**config.mk**
```make
export PLATFORM = sky130hd
export DESIGN_NAME = blink_rate_ctrl_flat
export DESIGN_NICKNAME = d
export VERILOG_FILES = /design/src/rtl/blink_rate_ctrl_if.sv /design/src/rtl/blink_rate_ctrl.sv /design/src/flat_wrapper.sv
export SDC_FILE = /design/constraint.sdc
export NUM_CORES = 1
export LEC_CHECK = 0
export ABC_AREA = 1
export CORE_MARGIN = 2
export CORE_UTILIZATION = 40
export DETAILED_ROUTE_END_ITERATION = 10
export PLACE_DENSITY = 0.68
export SLEW_MARGIN = 20
export SYNTH_ARGS = -nofsm -noshare
export SYNTH_HDL_FRONTEND = slang
export SYNTH_SLANG_ARGS = --single-unit
```
**constraint.sdc**
```tcl
create_clock -name clk -period 2.1 [get_ports clk]
set_input_delay 0.63 -clock clk [delete_from_list [all_inputs] [get_ports clk]]
set_output_delay 0.63 -clock clk [all_outputs]
set_load 0.005 [all_outputs]
```
**src/rtl/blink_rate_ctrl_if.sv**
```systemverilog
// rtl/blink_rate_ctrl_if.sv - button/timebase inputs and blink/rate outputs of the rear-light blink controller
interface blink_rate_ctrl_if #(
  parameter int RATE_W = 4
);
  logic              beat;
  logic              blink_en;
  logic              faster;
  logic              slower;
  logic              blink_out;
  logic [RATE_W-1:0] rate;
  logic              rate_changed;

  modport master (
    output beat, blink_en, faster, slower,
    input  blink_out, rate, rate_changed
  );

  modport slave (
    input  beat, blink_en, faster, slower,
    output blink_out, rate, rate_changed
  );
endinterface

```
**src/rtl/blink_rate_ctrl.sv**
```systemverilog
// rtl/blink_rate_ctrl.sv - saturating blink-rate register and ON/OFF phase sequencer
// Optional BLINK_RATE_BTN_EDGE_EN: buttons act on rising edges instead of levels.
module blink_rate_ctrl #(
  parameter int RATE_W    = 4,
  parameter int RATE_MIN  = 1,
  parameter int RATE_MAX  = 15,
  parameter int RATE_INIT = 8
) (
  input  logic                clk,
  input  logic                reset,
  blink_rate_ctrl_if.slave    bus
);
  localparam logic [1:0] IDLE = 2'd0;
  localparam logic [1:0] ON   = 2'd1;
  localparam logic [1:0] OFF  = 2'd2;

  localparam logic [RATE_W-1:0] MIN_V  = RATE_W'(RATE_MIN);
  localparam logic [RATE_W-1:0] MAX_V  = RATE_W'(RATE_MAX);
  localparam logic [RATE_W-1:0] INIT_V = RATE_W'(RATE_INIT);

  logic [1:0]        state, state_nxt;
  logic [RATE_W-1:0] count, count_nxt;
  logic [RATE_W-1:0] rate_q, rate_nxt;
  logic [RATE_W:0]   count_inc;
  logic              blink_q, changed_q;
  logic              f_req, s_req;

`ifdef BLINK_RATE_BTN_EDGE_EN
  logic faster_q, slower_q;

  always_ff @(posedge clk) begin
    if (reset) begin
      faster_q <= 1'b0;
      slower_q <= 1'b0;
    end else begin
      faster_q <= bus.faster;
      slower_q <= bus.slower;
    end
  end

  assign f_req = bus.faster & ~faster_q;
  assign s_req = bus.slower & ~slower_q;
`else
  assign f_req = bus.faster;
  assign s_req = bus.slower;
`endif

  always_comb begin
    rate_nxt = rate_q;
    if (f_req && !s_req && rate_q > MIN_V)
      rate_nxt = rate_q - 1'b1;
    else if (s_req && !f_req && rate_q < MAX_V)
      rate_nxt = rate_q + 1'b1;
  end

  // Phase end is judged against the rate held before this edge, so a
  // lowered rate below count+1 simply terminates the phase on the next beat.
  assign count_inc = {1'b0, count} + 1'b1;

  always_comb begin
    state_nxt = state;
    count_nxt = count;
    case (state)
      IDLE: begin
        count_nxt = '0;
        if (bus.blink_en)
          state_nxt = ON;
      end
      ON, OFF: begin
        if (!bus.blink_en) begin
          state_nxt = IDLE;
          count_nxt = '0;
        end else if (bus.beat) begin
          if (count_inc >= {1'b0, rate_q}) begin
            state_nxt = (state == ON) ? OFF : ON;
            count_nxt = '0;
          end else begin
            count_nxt = count_inc[RATE_W-1:0];
          end
        end
      end
      default: begin
        state_nxt = IDLE;
        count_nxt = '0;
      end
    endcase
  end

  always_ff @(posedge clk) begin
    if (reset) begin
      state     <= IDLE;
      count     <= '0;
      rate_q    <= INIT_V;
      blink_q   <= 1'b0;
      changed_q <= 1'b0;
    end else begin
      state     <= state_nxt;
      count     <= count_nxt;
      rate_q    <= rate_nxt;
      blink_q   <= (state_nxt == ON);
      changed_q <= (rate_nxt != rate_q);
    end
  end

  assign bus.blink_out    = blink_q;
  assign bus.rate         = rate_q;
  assign bus.rate_changed = changed_q;
endmodule

```
**src/flat_wrapper.sv**
```systemverilog
// flat-port wrapper written by rule: the top's interface ports become plain ports
module blink_rate_ctrl_flat 
#(
  parameter int RATE_W    = 4,
  parameter int RATE_MIN  = 1,
  parameter int RATE_MAX  = 15,
  parameter int RATE_INIT = 8
)
  (clk, reset, bus_beat, bus_blink_en, bus_faster, bus_slower, bus_blink_out, bus_rate, bus_rate_changed);
  blink_rate_ctrl_if #(.RATE_W(RATE_W)) bus_i ();
  input  logic clk;
  input  logic reset;
  input wire logic [$bits(bus_i.beat)-1:0] bus_beat;
  input wire logic [$bits(bus_i.blink_en)-1:0] bus_blink_en;
  input wire logic [$bits(bus_i.faster)-1:0] bus_faster;
  input wire logic [$bits(bus_i.slower)-1:0] bus_slower;
  output wire logic [$bits(bus_i.blink_out)-1:0] bus_blink_out;
  output wire logic [$bits(bus_i.rate)-1:0] bus_rate;
  output wire logic [$bits(bus_i.rate_changed)-1:0] bus_rate_changed;
  assign bus_i.beat = bus_beat;
  assign bus_i.blink_en = bus_blink_en;
  assign bus_i.faster = bus_faster;
  assign bus_i.slower = bus_slower;
  assign bus_blink_out = bus_i.blink_out;
  assign bus_rate = bus_i.rate;
  assign bus_rate_changed = bus_i.rate_changed;
  blink_rate_ctrl #(.RATE_W(RATE_W), .RATE_MIN(RATE_MIN), .RATE_MAX(RATE_MAX), .RATE_INIT(RATE_INIT)) u_core (.clk(clk), .reset(reset), .bus(bus_i));
endmodule
```
# Word-level counts from Yosys, hierarchy flattened
# Cells that the tools add are included.
classes:
  n_addsub: 3
  mul: 0
  n_div: 0
  magnitude_cmp: 3
  n_eq_ne: 4
  shift: 0
  muxes: 9
  bitwise: 2
  n_reduce_logical: 9
op_table:
  columns: ["operator", "count"]
  rows:
  - ["4-bit 2-to-1 mux", 3]
  - ["2-bit 2-to-1 mux", 5]
  - ["4-bit by 1-bit adder with 5-bit output (second input constant)", 1]
  - ["5-bit by 4-bit >= comparator with 1-bit output", 1]
  - ["4-bit by 1-bit adder with 4-bit output (second input constant)", 1]
  - ["2-bit by 1-bit equality test with 1-bit output (second input constant)", 2]
  - ["4-bit by 1-bit > comparator with 1-bit output (second input constant)", 1]
  - ["1-bit logical AND", 4]
  - ["4-bit < comparator (second input constant)", 1]
  - ["4-bit inequality test", 1]
  - ["2-bit case mux with 2 select lines", 1]
  - ["4-bit by 1-bit subtractor with 4-bit output (second input constant)", 1]
  - ["3-bit OR reduction", 1]
  - ["2-bit equality test (second input constant)", 1]
  - ["1-bit logical NOT", 2]
  - ["2-bit logical NOT", 1]
  - ["1-bit inverter", 2]
  - ["2-bit OR reduction", 1]
word_totals:
  ff_bits: 12
  latchBits: 0
  mem_bits_rw: 0
  rom_bits: 0
  input_bits: 6
  output_inout_bits: 6
  wordCells: 35
  n_memories: 0

# Logic depth before layout (Yosys ltp)
# Gate-level depths: netlist of the first run.
logic_depth:
  depth_word: 7
  ltp_mapped: 16
  depth_no_buf: 16

# Worst setup path after synthesis of the first run
# Ideal clock, no wire load.
synth_path:
  path_type: "register to register"
  start: "reg u_core.count[0]"
  end: "reg u_core.blink_q, in the netlist u_core.bus.blink_out"
  setup_ns: 0.111
  t_arrival_ns: 1.616
  required_ns: 1.989
  slack_ns: 0.373
  path_stages_with_launch: 17
  n_path_buf: 0
  synth_period_minus_slack_ns: 1.727
  cell_sequence: "dfxtp_1 -> ha_1 -> xor2_1 -> ha_1 -> nand2_1 -> inv_1 -> nand2_1 -> nand2_1 -> nand2_1 -> nand2_1 -> nand2_1 -> nand2_1 -> nand2_1 -> nand2_1 -> nand2_1 -> nand2_1 -> nor2_1"
synth_between:
  elab_chain_cells: 7
synth_lines:
  columns: ["item", "line", "rtl"]
  rows:
  - ["start: declaration", "blink_rate_ctrl.sv:22", "logic [RATE_W-1:0] count, count_nxt;"]
  - ["start signal: assignment", "blink_rate_ctrl.sv:98", "count <= count_nxt;"]
  - ["4-bit by 1-bit adder with 5-bit output", "blink_rate_ctrl.sv:58", "assign count_inc = {1'b0, count} + 1'b1;"]
  - ["5-bit by 4-bit >= comparator with 1-bit output", "blink_rate_ctrl.sv:74", "if (count_inc >= {1'b0, rate_q}) begin"]
  - ["2-bit 2-to-1 mux", "blink_rate_ctrl.sv:74", null]
  - ["2-bit 2-to-1 mux", "blink_rate_ctrl.sv:73", "end else if (bus.beat) begin"]
  - ["2-bit 2-to-1 mux", "blink_rate_ctrl.sv:70", "if (!bus.blink_en) begin"]
  - ["2-bit case mux with 2 select lines", "blink_rate_ctrl.sv:63", "case (state)"]
  - ["2-bit by 1-bit equality test with 1-bit output", "blink_rate_ctrl.sv:100", "blink_q <= (state_nxt == ON);"]
  - ["end signal: assignment", "blink_rate_ctrl.sv:100", null]
  - ["end: declaration", "blink_rate_ctrl.sv:25", "logic blink_q, changed_q;"]
# No other way between the ends.
# A chain may end at the register's enable or synchronous reset.

# Worst setup path in the final report of the first run
layout_path:
  start: "reg u_core.rate_q[0], in the netlist u_core.bus.rate[0]"
  end: "out bus_rate[0]"
layout_lines:
  columns: ["item", "line", "rtl"]
  rows:
  - ["start: declaration", "blink_rate_ctrl.sv:23", "logic [RATE_W-1:0] rate_q, rate_nxt;"]
  - ["start signal: assignment", "blink_rate_ctrl.sv:99", "rate_q <= rate_nxt;"]
  - ["end: declaration", "flat_wrapper.sv:18", "output wire logic [$bits(bus_i.rate)-1:0] bus_rate;"]
# No word-level cell between the ends.

==> results.json, run 1 <==
{
  "synth_nets": 130,
  "cp_num_buf_inv": 1,
  "die_w_um": 48.4,
  "drt_first_pass_iters": 4,
  "hold_violations": 0,
  "cts-resized-gates": 0,
  "die-area_sq_um": 2340,
  "drcViolationCount": 0,
  "die_h_um": 48.4,
  "path_delay_family": "buffers and inverters",
  "fp.coreArea_sq_um": 1900,
  "synth_seq_cells": 12,
  "hpwl_um": 1230,
  "p_comb_share_pct": 22.8,
  "maxSlewViolCount": 0,
  "swShare_pct": 27.8,
  "p_seq_share_pct": 45.1,
  "crit_arrival_ns": 1.34,
  "synth_ff_type": "dfxtp_1",
  "fin_crit_ns": 1.97,
  "initial_core_util_pct": 41.4,
  "synth_seq_area_share_pct": 30.5,
  "ir_worst_vdd_uv": 499,
  "fmax_mhz": 507,
  "p_leak_nw": 0.485,
  "synth_area_leaders": "dfxtp_1 30%, ha_1 17%, nand2_1 13%",
  "rows": 16,
  "power_density_nw_per_um2": 578,
  "syn_area_per_cell_sq_um": 6.98,
  "rsz0062_at_grt": "no",
  "clk_latency_ns": 0.27,
  "finalWirelength_um": 1540,
  "drive_gt1_share_pct": 6.92,
  "relSlewSlack_pct": 79.4,
  "cts_max_path_buffers": 2,
  "cts_sinks": 12,
  "skew_ns": 0.00207,
  "grt_pass1_wl_um": 2570,
  "crit_required_ns": 1.47,
  "path_clk_slew_ns": 0.08,
  "grt_max_degree": 9,
  "drtIter0Drc": 14,
  "gp_congestion": 0.863,
  "track_usage_pct": 13.9,
  "maxCapViolCount": 0,
  "critPathCaptureType": "output pin",
  "power.switching_mw": 0.158,
  "synthTopCellsByCount": "28 x nand2_1, 20 x inv_1, 12 x dfxtp_1",
  "cp-start-kind": "register",
  "yosysTopAreaCell": "dfxtp_1",
  "port_buffers": 11,
  "seq_area_sq_um": 240,
  "viasPerCell": 4.51,
  "tightestPinTransition_ns": 0.308,
  "io-pin-count": 12,
  "grt-ovfl-total": 0,
  "mappedNetlistArea_sq_um": 788,
  "first_global_vias": 656,
  "status": "finished clean",
  "intPower_mw": 0.410,
  "num_antenna_cells": 0,
  "n_fill_cell": 201,
  "cts_buffers": 3,
  "cts_tree": "built",
  "final_nets": 148,
  "power.share.clock_pct": 32.1,
  "antenna_found_initial": 0,
  "worstHoldPathType": "register to register",
  "cts_setup_buffers": 0,
  "period_share_pct": 93.9,
  "path_cells": "clkdlybuf4s50_1",
  "synth.most_common_cell": "nand2_1",
  "synth-edff-count": 0,
  "drtAntennaViolNets": 0,
  "criticalPathCategory": "register to output pin",
  "synth_top_area_share_pct": 30.5,
  "synth_warnings": 0,
  "areaGrowthSynthToFinish_pct": 24.8,
  "multiInputGateArea_sq_um": 469,
  "routedWlPerCell_um": 9.82,
  "finish.utilization_pct": 51.7,
  "postSynth.asyncResetShare_pct": 0,
  "slowest_stage": "clkdlybuf4s50_1",
  "ctsHoldBuffers": 0,
  "cts_htree_levels": 1,
  "critPathMaxStageDelay_ns": 0.57,
  "tns_ns": 0,
  "ys_types": 16,
  "crit_fanout": 8,
  "vias": 708,
  "setup_violations": 0,
  "cts_root_buf": "clkbuf_4",
  "syn_inst": 113
}
[registers in the layout, indices dropped and copies added, names as in the netlist]
signal,count
u_core.count,4
u_core.bus.blink_out,1
u_core.state,2
u_core.bus.rate,4
u_core.bus.rate_changed,1
[final timing paths]
path,from,endpoint,slack (ns),cells past startpoint
worst min-delay path,u_core.count[3]$_SDFFE_PP0P_,u_core.count[3]$_SDFFE_PP0P_,0.50,2
worst max-delay path,u_core.bus.rate[0]$_SDFF_PP0_,bus_rate[0],0.13,1
worst max register to register,u_core.count[1]$_SDFFE_PP0P_,u_core.bus.blink_out$_SDFF_PP0_,0.25,14
worst min register to register,u_core.count[3]$_SDFFE_PP0P_,u_core.count[3]$_SDFFE_PP0P_,0.50,2
[cell usage in the layout, fill, tap and decap left out]
master            n
dfxtp_1          12
clkbuf_4          3
ha_1             11
inv_2             1
a21boi_0          1
nand2_1          28
buf_4             2
xnor2_1           1
a31oi_1           1
xor2_1            3
nand3_1          10
inv_1            20
mux2_2            1
o21ai_0           5
clkdlybuf4s50_1  11
o21ai_1           3
a21oi_1           8
nand3_2           1
clkbuf_8          1
nor2_1            7
[final cells by class]
type | count | share of cell area (%)
Multi-Input combinational cell | 80 | 47.7
Clock buffer | 4 | 3.69
Sequential cell | 12 | 24.4
Inverter | 21 | 8.02
Timing Repair Buffer | 13 | 12.7
Tap cell | 27 | 3.44
[power groups by stage]
| stage | combinational (mW) | clock [mW] | sequential (mW) |
|---|---|---|---|
| after floorplan | 0.0732 | 0 | 0.262 |
| after global placement | 0.126 | 0 | 0.261 |
| after detailed placement | 0.130 | 0 | 0.262 |
| after CTS | 0.130 | 0.190 | 0.256 |
| after global routing | 0.150 | 0.206 | 0.258 |
| final | 0.130 | 0.182 | 0.256 |
[through the flow]
| step | hold WS [ns] | worst slack [ns] | area, sq um | cells | total power [mW] |
|---|---|---|---|---|---|
| 6_report | 0.498 | 0.129 | 983 | 157 | 0.568 |
| 3_3_place_gp | 0.485 | 0.195 | 947 | 153 | 0.387 |
| 3_5_place_dp | 0.491 | 0.210 | 947 | 153 | 0.392 |
| 5_1_grt | 0.527 | 0.0338 | 983 | 157 | 0.613 |
| 2_1_floorplan | 0.461 | 0.373 | 788 | 113 | 0.335 |
| 4_1_cts | 0.503 | 0.122 | 983 | 157 | 0.577 |
[cell families (layout without fill, tap and decap cells)]
logic type / Yosys count / after routing / share of synthesized area (%)
fa+ha+maj: 11 / 11 / 17.5
mux: 1 / 1 / 1.43
simple gates: 46 / 46 / 24.3
flops: 12 / 12 / 30.5
xor+xnor: 4 / 4 / 4.45
compound gates: 18 / 18 / 11.9
buf+inv: 21 / 38 / 10.0
[per-layer routing]
metal	up-vias	global-route usage, %	share of wire [%]
met5	-	0	0
met4	0	5.71	0.91
met3	2	4.32	3.0
met2	9	23.1	46
met1	302	16.8	50
li1	395	-	-
Note: power is estimated with default switching activity, not from simulation.
==> run 2: changes to the inputs <==
--- a/config.mk
+++ b/config.mk
@@ -10,6 +10,7 @@
 export CORE_UTILIZATION = 40
 export DETAILED_ROUTE_END_ITERATION = 10
 export PLACE_DENSITY = 0.68
+export SKIP_LAST_GASP = 1
 export SLEW_MARGIN = 20
 export SYNTH_ARGS = -nofsm -noshare
 export SYNTH_HDL_FRONTEND = slang
==> results of run 2 <==
No change in the layout: final DEF, timing and power equal those of run 1.
